--- config.mk ---
export PLATFORM = sky130hd
export DESIGN_NAME = seg7_scanner
export DESIGN_NICKNAME = d
export VERILOG_FILES = /design/src/rtl/seg7_scanner.sv
export SDC_FILE = /design/constraint.sdc
export NUM_CORES = 1
export LEC_CHECK = 0
export CELL_PAD_IN_SITES_DETAIL_PLACEMENT = 2
export CELL_PAD_IN_SITES_GLOBAL_PLACEMENT = 2
export CORE_ASPECT_RATIO = 1.5
export CORE_UTILIZATION = 34
export DETAILED_ROUTE_END_ITERATION = 10
export PLACE_DENSITY = 0.82
export RECOVER_POWER = 100
export SLEW_MARGIN = 40
export SYNTH_ARGS = -nofsm -noshare
export SYNTH_HDL_FRONTEND = slang
export SYNTH_SLANG_ARGS = --single-unit
--- constraint.sdc ---
create_clock -name CLK -period 3.6 [get_ports CLK]
set_input_delay 0.36 -clock CLK [delete_from_list [all_inputs] [get_ports CLK]]
set_output_delay 0.36 -clock CLK [all_outputs]
set_load 0.01 [all_outputs]
--- src/rtl/seg7_scanner.sv ---
// Common-anode 4-digit seven-segment scanner with anti-ghosting guard and per-digit blink.
// Optional macro SEG7_DP_EN adds the DP input for per-digit decimal points.
module seg7_scanner #(
  parameter int SCAN_CNT    = 50000,
  parameter int BLINK_SCANS = 125
) (
  input  logic        CLK,
  input  logic        RST,
  input  logic [19:0] SEG7DATA,
  input  logic [3:0]  SEG7BLINK,
`ifdef SEG7_DP_EN
  input  logic [3:0]  DP,
`endif
  output logic [3:0]  AN,
  output logic [7:0]  SEG
);

  localparam int PW = (SCAN_CNT > 1) ? $clog2(SCAN_CNT) : 1;
  localparam int BW = (BLINK_SCANS > 1) ? $clog2(BLINK_SCANS) : 1;
  localparam logic [PW-1:0] PCNT_LAST = PW'(SCAN_CNT - 1);
  localparam logic [BW-1:0] BCNT_LAST = BW'(BLINK_SCANS - 1);

  logic [PW-1:0] r_pcnt;
  logic [1:0]    r_idx;
  logic [BW-1:0] r_bcnt;
  logic          r_phase;
  logic [3:0]    r_an;
  logic [7:0]    r_seg;

  logic [4:0]    w_code;
  logic [7:0]    w_seg;
  logic          w_slot_wrap;
  logic          w_scan_wrap;
  logic          w_dark;
  logic          w_dp_on;

  // Full 8-bit pattern including dp=1; the dp bit is overridden afterwards.
  function automatic logic [7:0] decode(input logic [4:0] code);
    logic [7:0] seg;
    seg = 8'hFF;
    if (!code[4]) begin
      case (code[3:0])
        4'h0: seg = 8'hC0;  4'h1: seg = 8'hF9;  4'h2: seg = 8'hA4;  4'h3: seg = 8'hB0;
        4'h4: seg = 8'h99;  4'h5: seg = 8'h92;  4'h6: seg = 8'h82;  4'h7: seg = 8'hF8;
        4'h8: seg = 8'h80;  4'h9: seg = 8'h90;  4'hA: seg = 8'h88;  4'hB: seg = 8'h83;
        4'hC: seg = 8'hC6;  4'hD: seg = 8'hA1;  4'hE: seg = 8'h86;  default: seg = 8'h8E;
      endcase
    end else if (code == 5'b10000) begin
      seg = 8'hBF;
    end
    return seg;
  endfunction

  // NOTE: every signal assigned in always_comb gets a default first so no latch is inferred.
  always_comb begin
    w_code      = SEG7DATA[r_idx*5 +: 5];
    w_slot_wrap = (r_pcnt == PCNT_LAST);
    w_scan_wrap = w_slot_wrap && (r_idx == 2'd3);
    w_dark      = (r_pcnt == '0) || (r_phase && SEG7BLINK[r_idx]);
`ifdef SEG7_DP_EN
    w_dp_on     = DP[r_idx];
`else
    w_dp_on     = 1'b0;
`endif
    w_seg       = decode(w_code);
    w_seg[7]    = ~w_dp_on;
  end

  // NOTE: sequential state uses non-blocking assignments so all registers update from pre-edge values.
  always_ff @(posedge CLK) begin
    if (RST) begin
      r_pcnt  <= '0;
      r_idx   <= 2'd0;
      r_bcnt  <= '0;
      r_phase <= 1'b0;
      r_an    <= 4'b1111;
      r_seg   <= 8'hFF;
    end else begin
      if (w_slot_wrap) begin
        r_pcnt <= '0;
        r_idx  <= r_idx + 2'd1;
      end else begin
        r_pcnt <= r_pcnt + PW'(1);
      end

      if (w_scan_wrap) begin
        if (r_bcnt == BCNT_LAST) begin
          r_bcnt  <= '0;
          r_phase <= ~r_phase;
        end else begin
          r_bcnt <= r_bcnt + BW'(1);
        end
      end

      if (w_dark) begin
        r_an  <= 4'b1111;
        r_seg <= 8'hFF;
      end else begin
        r_an  <= ~(4'b0001 << r_idx);
        r_seg <= w_seg;
      end
    end
  end

  assign AN  = r_an;
  assign SEG = r_seg;

endmodule
Word level (Yosys, flattened, before mapping)
Memories as Yosys holds them, arrays and structs flattened.
Index checks and enable logic that the tools add are counted.

word-level totals
  ROM bits = 112
  memories kept = 1
  register bits after elaboration = 38
  logic and storage cells = 33

memories
  memory           depth  bits a word  read ports  clocked after memory_dff  wr ports  line  source
  (no name shown)  16     7            1           0                         0         42    case (code[3:0])

cells by class
  $mul = 1
  reduce and logical (&&, ||, !) cells = 7
  equal/unequal tests = 4
  $lt $le $gt $ge = 1
  bitwise gates (word level) = 2
  shifts and indexed selects = 2
  muxes and demuxes = 5
  add/sub/neg operators = 3

operators by type and width
  cell                   count
  $mux 7                 3
  $shiftx 20x6->5        1
  $add 16x1->16 const B  1
  $eq 16x16->1 const B   1
  $logic_not 16->1       1
  $add 7x1->7 const B    1
  $eq 7x7->1 const B     1
  $eq 5x5->1 const B     1
  $mul 2x3->5 const B    1
  $not 4->4              1
  $reduce_or 2->1        2
  $shl 1x2->4 const A    1
  $lt 2x3->1 const B     1
  $add 2x1->2 const B    1
  $bmux 1 s2             1
  $eq 2x2->1 const B     1
  $logic_and 1x1->1      2
  $reduce_and 2->1       1
  $logic_or 1x1->1       1
  $mux 1                 1
  $not 1->1              1

Longest topological paths before layout
  depth after elaboration = 5
  mapped depth = 8

Worst setup path after synthesis
OpenSTA, ideal clock, no wires.

  kind = register -> register
  start = reg r_idx[0]
  end = reg r_bcnt[3]
  period minus slack after synthesis = 2193 ps
  data arrival time = 2123 ps
  buffers on the path = 1
  library setup time = 71 ps
  path slack = 1407 ps
  required time = 3529 ps
  cell stages (with the launch flop) = 7
  path through = dfxtp_1 -> ha_1 -> or4b_1 -> or4_4 -> buf_6 -> or4_1 -> a21oi_1

on the way
  word-level cells in the longest chain between the ends = 2

RTL lines
  item                      line  source
  start: declaration        24    logic [1:0] r_idx;
  start signal: assignment  81    r_idx <= r_idx + 2'd1;
  $eq 2x2->1                58    w_scan_wrap = w_slot_wrap && (r_idx == 2'd3);
  $logic_and 1x1->1         58
  end signal: assignment    91    r_bcnt <= r_bcnt + BW'(1);
  end: declaration          25    logic [BW-1:0] r_bcnt;

No other way between the ends.
A chain may end at the register's enable or synchronous reset.

Final worst setup path
  start = reg r_idx[0]
  end = reg r_seg[2], in the netlist SEG[2]

on the way
  word-level cells in the longest chain between the ends = 5

RTL lines
  item                                                  line  source
  branches (longest 5 deep; another with $mem_v2 16x7)  n/a
  end signal: assignment                                100   r_seg <= w_seg;
  end: declaration                                      28    logic [7:0] r_seg;

Several ways; the timed one is not identified. The select of a mux whose other input is x is not followed.

==> run_summary.xml <==
<?xml version="1.0" encoding="UTF-8"?>
<metrics>
  <group name="hold_path">
    <metric name="holdPathStages" unit="">1</metric>
    <metric name="min_from" unit="">r_pcnt[0]</metric>
    <metric name="min_path_type" unit="">reg -&gt; reg</metric>
    <metric name="hold_end" unit="">r_pcnt[0]</metric>
  </group>
  <group name="clock_tree">
    <metric name="postCtsSetupRepairBufs" unit="">0</metric>
    <metric name="tritoncts.num_buffers" unit="">5</metric>
    <metric name="clock_sinks" unit="">37</metric>
    <metric name="clkSlewWorstSetupHoldPaths" unit="ps">80</metric>
    <metric name="clk-insertion-delay-late" unit="ps">300</metric>
    <metric name="cts-htree-levels" unit="">2</metric>
    <metric name="max-clock-path-buffers" unit="">2</metric>
    <metric name="cts.repair.resized" unit="">0</metric>
    <metric name="tritoncts" unit="">yes</metric>
    <metric name="cts-root-buf" unit="">clkbuf_8</metric>
    <metric name="cts_hold_buf" unit="">0</metric>
  </group>
  <group name="drt">
    <metric name="dr_total_vias" unit="">1779</metric>
    <metric name="drc" unit="">0</metric>
    <metric name="first_iter_violations" unit="">77</metric>
    <metric name="antenna_violating_nets_post_route" unit="">0</metric>
    <metric name="dr.pass1.iters" unit="">4</metric>
    <metric name="route.detailed.wl_per_inst" unit="um">18.5</metric>
    <metric name="detail_route.wirelength" unit="mm">5.95</metric>
    <metric name="ratio_of_routed_vias_to_standard_cells" unit="">5.52</metric>
  </group>
  <group name="sta">
    <metric name="worst_slew_pin_slew" unit="ps">1330</metric>
    <metric name="timing.final.hold_violations" unit="">0</metric>
    <metric name="max_freq" unit="MHz">328</metric>
    <metric name="period_share" unit="%">84.8</metric>
    <metric name="hold-worst-slack" unit="ps">487</metric>
    <metric name="finalClockSkew" unit="ps">9.42</metric>
    <metric name="timing.final.setup_violations" unit="">0</metric>
    <metric name="slew_viol_final" unit="">0</metric>
    <metric name="setup_total_negative_slack" unit="ps">0</metric>
    <metric name="maxSlewHeadroom" unit="%">10.9</metric>
    <metric name="rsz0062_at_grt" unit="">false</metric>
    <metric name="final_period_minus_worst_setup_slack" unit="ps">3050</metric>
  </group>
  <group name="placed_design">
    <metric name="finalWeightedCongestion" unit="">0.764</metric>
    <metric name="dp_hpwl" unit="mm">4.31</metric>
    <metric name="place_inst" unit="">314</metric>
    <metric name="io_buffer_count" unit="">36</metric>
  </group>
  <group name="global_routing">
    <metric name="globalRouteTotalUtil" unit="%">21.2</metric>
    <metric name="grt_remaining_overflow" unit="">0</metric>
    <metric name="grt_start_max_net_pins" unit="">17</metric>
    <metric name="antenna_violations_before_repair" unit="">0</metric>
    <metric name="via_count_of_the_first_global_routing_pass" unit="">1951</metric>
    <metric name="wire_length_of_the_first_global_routing_pass" unit="mm">9.69</metric>
  </group>
  <group name="power_and_ir_drop">
    <metric name="share_comb_of_total_power" unit="%">11.8</metric>
    <metric name="peak_supply_drop" unit="mV">0.140</metric>
    <metric name="cellPowerDensity" unit="nW/um^2">338</metric>
    <metric name="power.net_switching" unit="mW">0.211</metric>
    <metric name="leakagePower" unit="nW">0.829</metric>
    <metric name="power.sequential.fraction" unit="%">50.7</metric>
    <metric name="switching_share" unit="%">25.1</metric>
    <metric name="internal-power" unit="mW">0.627</metric>
    <metric name="clockPowerShare" unit="%">37.5</metric>
  </group>
  <group name="synth">
    <metric name="yosysSeqAreaShare" unit="%">37.0</metric>
    <metric name="mappedNetlistArea" unit="sq um">2000</metric>
    <metric name="postSynth.asyncResetShare" unit="%">0</metric>
    <metric name="number_of_enable_flip_flop_cells_after_synthesis" unit="">0</metric>
    <metric name="synthFlopType" unit="">dfxtp_1</metric>
    <metric name="syn-num-nets" unit="">256</metric>
    <metric name="synth-seq-cells" unit="">37</metric>
    <metric name="netlist-cell-type-count" unit="">43</metric>
    <metric name="synth_area_per_cell" unit="sq um">9.21</metric>
    <metric name="syn_inst" unit="">217</metric>
    <metric name="yosysWarningCount" unit="">0</metric>
  </group>
  <group name="cells_and_area">
    <metric name="layout.filler_cells" unit="">625</metric>
    <metric name="final_cells" unit="">322</metric>
    <metric name="final_nets" unit="">290</metric>
    <metric name="layout-drive-gt1-share" unit="%">7.94</metric>
    <metric name="n_antenna_cell" unit="">0</metric>
    <metric name="post-route-util" unit="%">44.5</metric>
    <metric name="area_growth" unit="%">24.1</metric>
  </group>
  <group name="die">
    <metric name="coreArea" unit="sq um">5570</metric>
    <metric name="floorplan.initialDensity" unit="%">35.9</metric>
    <metric name="io-pin-count" unit="">38</metric>
    <metric name="die_h" unit="um">95.9</metric>
    <metric name="die-area" unit="sq um">6200</metric>
    <metric name="placementRows" unit="">33</metric>
    <metric name="chipWidth" unit="um">64.6</metric>
  </group>
  <group name="critical_path">
    <metric name="r2r.worst_path.cells" unit="">4</metric>
    <metric name="crit_chain" unit="">mux4_2 -&gt; and2_0 -&gt; a2111oi_1 -&gt; o221ai_1</metric>
    <metric name="cp.required" unit="ps">3690</metric>
    <metric name="critPathArrivalTime" unit="ps">3140</metric>
    <metric name="cp-end-kind" unit="">flop</metric>
    <metric name="criticalPathCategory" unit="">reg -&gt; reg</metric>
    <metric name="cpMaxStageDelayCell" unit="">a2111oi_1</metric>
    <metric name="worstReg2RegEnd" unit="">SEG[2]</metric>
    <metric name="slowest_delay" unit="ps">1110</metric>
    <metric name="reg2reg_slack" unit="ps">550</metric>
    <metric name="critical_path_peak_fanout" unit="">10</metric>
    <metric name="timing.critical_path.from_type" unit="">flop</metric>
    <metric name="timing.rr.start" unit="">r_idx[0]</metric>
  </group>
  <group name="run_status">
    <metric name="outcome" unit="">finished clean</metric>
  </group>
  <group name="job">
    <metric name="drv_cap" unit="">0</metric>
  </group>
</metrics>
[stage by stage]
stage	area, sq um	setup slack, ps	total power [mW]
floorplan	2000	1410	0.483
global placement	2400	972	0.531
detailed placement	2400	812	0.535
CTS	2490	771	0.854
global route	2480	333	0.877
finish	2480	547	0.838
[worst max-delay path: cells and delay by family, from the launching register on]
kind               cells  cell delay, ps
DFF                    1             670
muxes                  1             560
AOI/OAI and AO/OA      2            1420
and+or+nand+nor        1             190
[power by group through the flow]
stage / clock network, mW / registers (mW) / logic, mW
floorplan: 0 / 0.437 / 0.0458
global placement: 0 / 0.434 / 0.0962
detailed placement: 0 / 0.435 / 0.100
CTS: 0.326 / 0.426 / 0.103
global route: 0.343 / 0.426 / 0.107
finish: 0.314 / 0.425 / 0.0987
[layout make-up]
| type | count | area, sq um | area share (%) |
|---|---|---|---|
| clock inverters | 2 | 13.8 | 0.555 |
| well taps | 70 | 87.6 | 3.53 |
| multi-input cells | 155 | 1140 | 45.8 |
| inverters | 15 | 56.3 | 2.27 |
| repair buffers | 37 | 364 | 14.7 |
| flip-flops and latches | 37 | 741 | 29.9 |
| clock buffers | 6 | 82.6 | 3.33 |
[how the worst max path moves through the flow]
stage | end | startpoint | slack [ps]
2_1_floorplan | r_bcnt[3] | r_idx[0] | 1410
3_5_place_dp | r_bcnt[4] | r_idx[0] | 810
3_3_place_gp | r_bcnt[5] | r_idx[0] | 970
5_1_grt | SEG[2] | r_idx[0] | 330
4_1_cts | r_bcnt[4] | r_idx[0] | 770
6_report | SEG[2] | r_idx[0] | 550
[layer usage]
metal / vias to the layer above / global-route usage [%] / wire [um]
met2: 24 / 43.0 / 3460
met4: 0 / 8.52 / 108
li1: 846 / - / -
met3: 8 / 3.91 / 137
met1: 901 / 20.5 / 2250
met5: - / 0 / 0
[cell usage in the layout (no fill, tap or decap), types with 8 or more instances in the layout]
master,netlist,final
nand2_1,15,15
nor2_1,19,19
nand3_1,9,9
a21oi_1,10,10
inv_1,15,15
clkdlybuf4s50_1,0,25
dlygate4sd3_1,0,11
nand4_1,8,8
o21ai_0,9,9
dfxtp_1,37,37
xnor2_1,9,9
ha_1,13,13
[registers in the layout, summed over array words and instances, names as in the netlist]
name	cells
AN	4
SEG	7
r_bcnt	7
r_idx	2
r_pcnt	16
r_phase	1
[cells in the mapped netlist, types with 3 or more instances]
library cell,number,area share [%]
dfxtp_1,37,37
nor2_1,19,3.6
inv_1,15,2.8
nand2_1,15,2.8
ha_1,13,8.1
a21oi_1,10,2.5
nand3_1,9,2.3
o21ai_0,9,2.3
xnor2_1,9,3.9
nand4_1,8,2.5
mux4_2,6,6.8
clkbuf_1,5,0.94
mux2i_1,4,2.0
nor4_1,4,1.3
xor2_1,4,1.8
and3_1,3,0.94
buf_4,3,1.1
nand2b_1,3,0.94
o211ai_1,3,1.1
or2_2,3,0.94
or3_1,3,0.94
or4_1,3,1.1
[cells by family (layout without fill, tap and decap cells)]
logic type | count (synthesis) | count (layout) | synth area share (%)
AOI/OAI and AO/OA | 36 | 36 | 11.6
xor gates and xnor gates | 13 | 13 | 5.69
adders and majority gates | 13 | 13 | 8.14
buffers and inverters | 25 | 60 | 5.69
DFF | 37 | 37 | 37.0
muxes | 11 | 11 | 9.32
other | 1 | 1 | 0.188
and+or+nand+nor | 81 | 81 | 22.3
Power figures use the tool's default switching activity.
==> RTL change, RTL diff (config.mk and constraints unchanged) <==
Put one more register stage on the output `AN`, with the module's reset. The value now appears one clock later. The other outputs are not delayed to match.
--- a/src/rtl/seg7_scanner.sv
+++ b/src/rtl/seg7_scanner.sv
@@ -102,7 +102,13 @@
     end
   end
 
-  assign AN  = r_an;
+  always_ff @(posedge CLK) begin
+    if (RST) begin
+      AN <= '0;
+    end else begin
+      AN <= r_an;
+    end
+  end
   assign SEG = r_seg;
 
 endmodule
Behaviour: not the same (a bounded check fails within 4 cycles, from zero or initial values and one cycle with RST high).
==> RTL change against the unedited design <==
  * Setup slack gained 0.48 ns
  * Sequential cell count up 4
  * Final area grew 7.6%
  * Sequential power up 11%
  * Largest power group unchanged
  * Non-clock buffer count stayed put
  * Via count increased by 4.6%
  * Power is 5.5% higher
  * Routed wire length barely moved
  * Die area up 9.9%
  * First-iteration DRC count down 5.2%
  * Area after synthesis up 10%
==> RTL change: results (changes against the unedited design) <==
| Metric | Value |
|---|---|
| Met1 Use GR | `20.3% (was 20.5%)` |
| Global-route met3 utilization | `3.96% (was 3.91%)` |
| Reg-to-reg endpoint | `SEG[6]$_SDFF_PP1_ (was SEG[2]$_SDFF_PP1_)` |
| Layout cells sized above 1 | `9.06% (was 7.94%)` |
| Worst-Margin Slew | `0.744 ns (was 1.33 ns)` |
| Worst vdd ir | `0.210 mV (was 0.140 mV)` |
| Pleak | `0.943 nW (was 0.829 nW)` |
| Routability congestion estimate from global placement | `0.697 (was 0.764)` |
| Synth cell count leaders | `dfxtp_1 (41), nand2_1 (17), nor2_1 (16) (was dfxtp_1 (37), nor2_1 (19), inv_1 (15), nand2_1 (15), ha_1 (13))` |
| Multi-Input Combinational | `168 (was 155)` |
| Fmax | `388 MHz (was 328 MHz)` |
| Yosys cell types | `46 (was 43)` |
| Outcome | `finished, final reports clean (unchanged)` |
| Area of the multi-input gates | `0.00126 mm² (was 0.00114 mm²)` |
| Vias in the first global route | `2,070 (was 1,951)` |
| Setup Skew | `0.0124 ns (was 0.00942 ns)` |
| Critical Path Max Stage Delay | `0.81 ns (was 1.11 ns)` |
| Gate power share | `12.2% (was 11.8%)` |
| Clk sinks | `41 (was 37)` |
| Slowest-stage cell, CP | `dfxtp_1 (was a2111oi_1)` |
| Psw | `0.000224 W (was 0.000211 W)` |
| WL per Instance | `17.6 µm (was 18.5 µm)` |
| Worst Path Arrival | `2.74 ns (was 3.14 ns)` |
| Post-DP HPWL | `4490 µm (was 4310 µm)` |
| Synth area leaders | `dfxtp_1 (37%), ha_1 (7.4%), mux4_2 (6.1%) (was dfxtp_1 (37%), ha_1 (8.1%), mux4_2 (6.8%))` |
| Worst slack at placement | `1.09 ns (was 0.812 ns)` |
RTL change: cell types whose count changed in the layout (fill, tap and decap cells not counted), moves of 4 or more:
cell	delta
nor2b_1	+4
nor4b_1	+4
xor2_1	+5
inv_1	-4
mux2_2	+4
dfxtp_1	+4
RTL change: worst max-delay path: cells and delay by family (launching register included):
kind                     cells  cell delay (ns)
AO/OA/AOI/OAI                1             0.11
flip-flops                   1             0.81
buffers and inverters        2             0.25
multiplexers                 1             0.66
adder cells (fa/ha/maj)      1             0.24
AND/OR/NAND/NOR              1             0.38
RTL change: per-stage QoR:
stage               cells  utilization, %  cell area, µm²  hold WS [ns]
finish                339            42.9            2670         0.448
global route          339            42.9            2670         0.463
CTS                   339            43.2            2690         0.456
detailed placement    331            41.8            2600         0.438
global placement      331            41.8            2600         0.418
floorplan             231               -            2200         0.414
RTL change: cell families after synthesis:
kind of cell,synth area share (%)
compound gates,10.2
xor+xnor,5.97
fa+ha+maj,7.39
buf+inv,4.66
flops,37.3
mux,10.1
other cells,0.170
simple gates,24.3
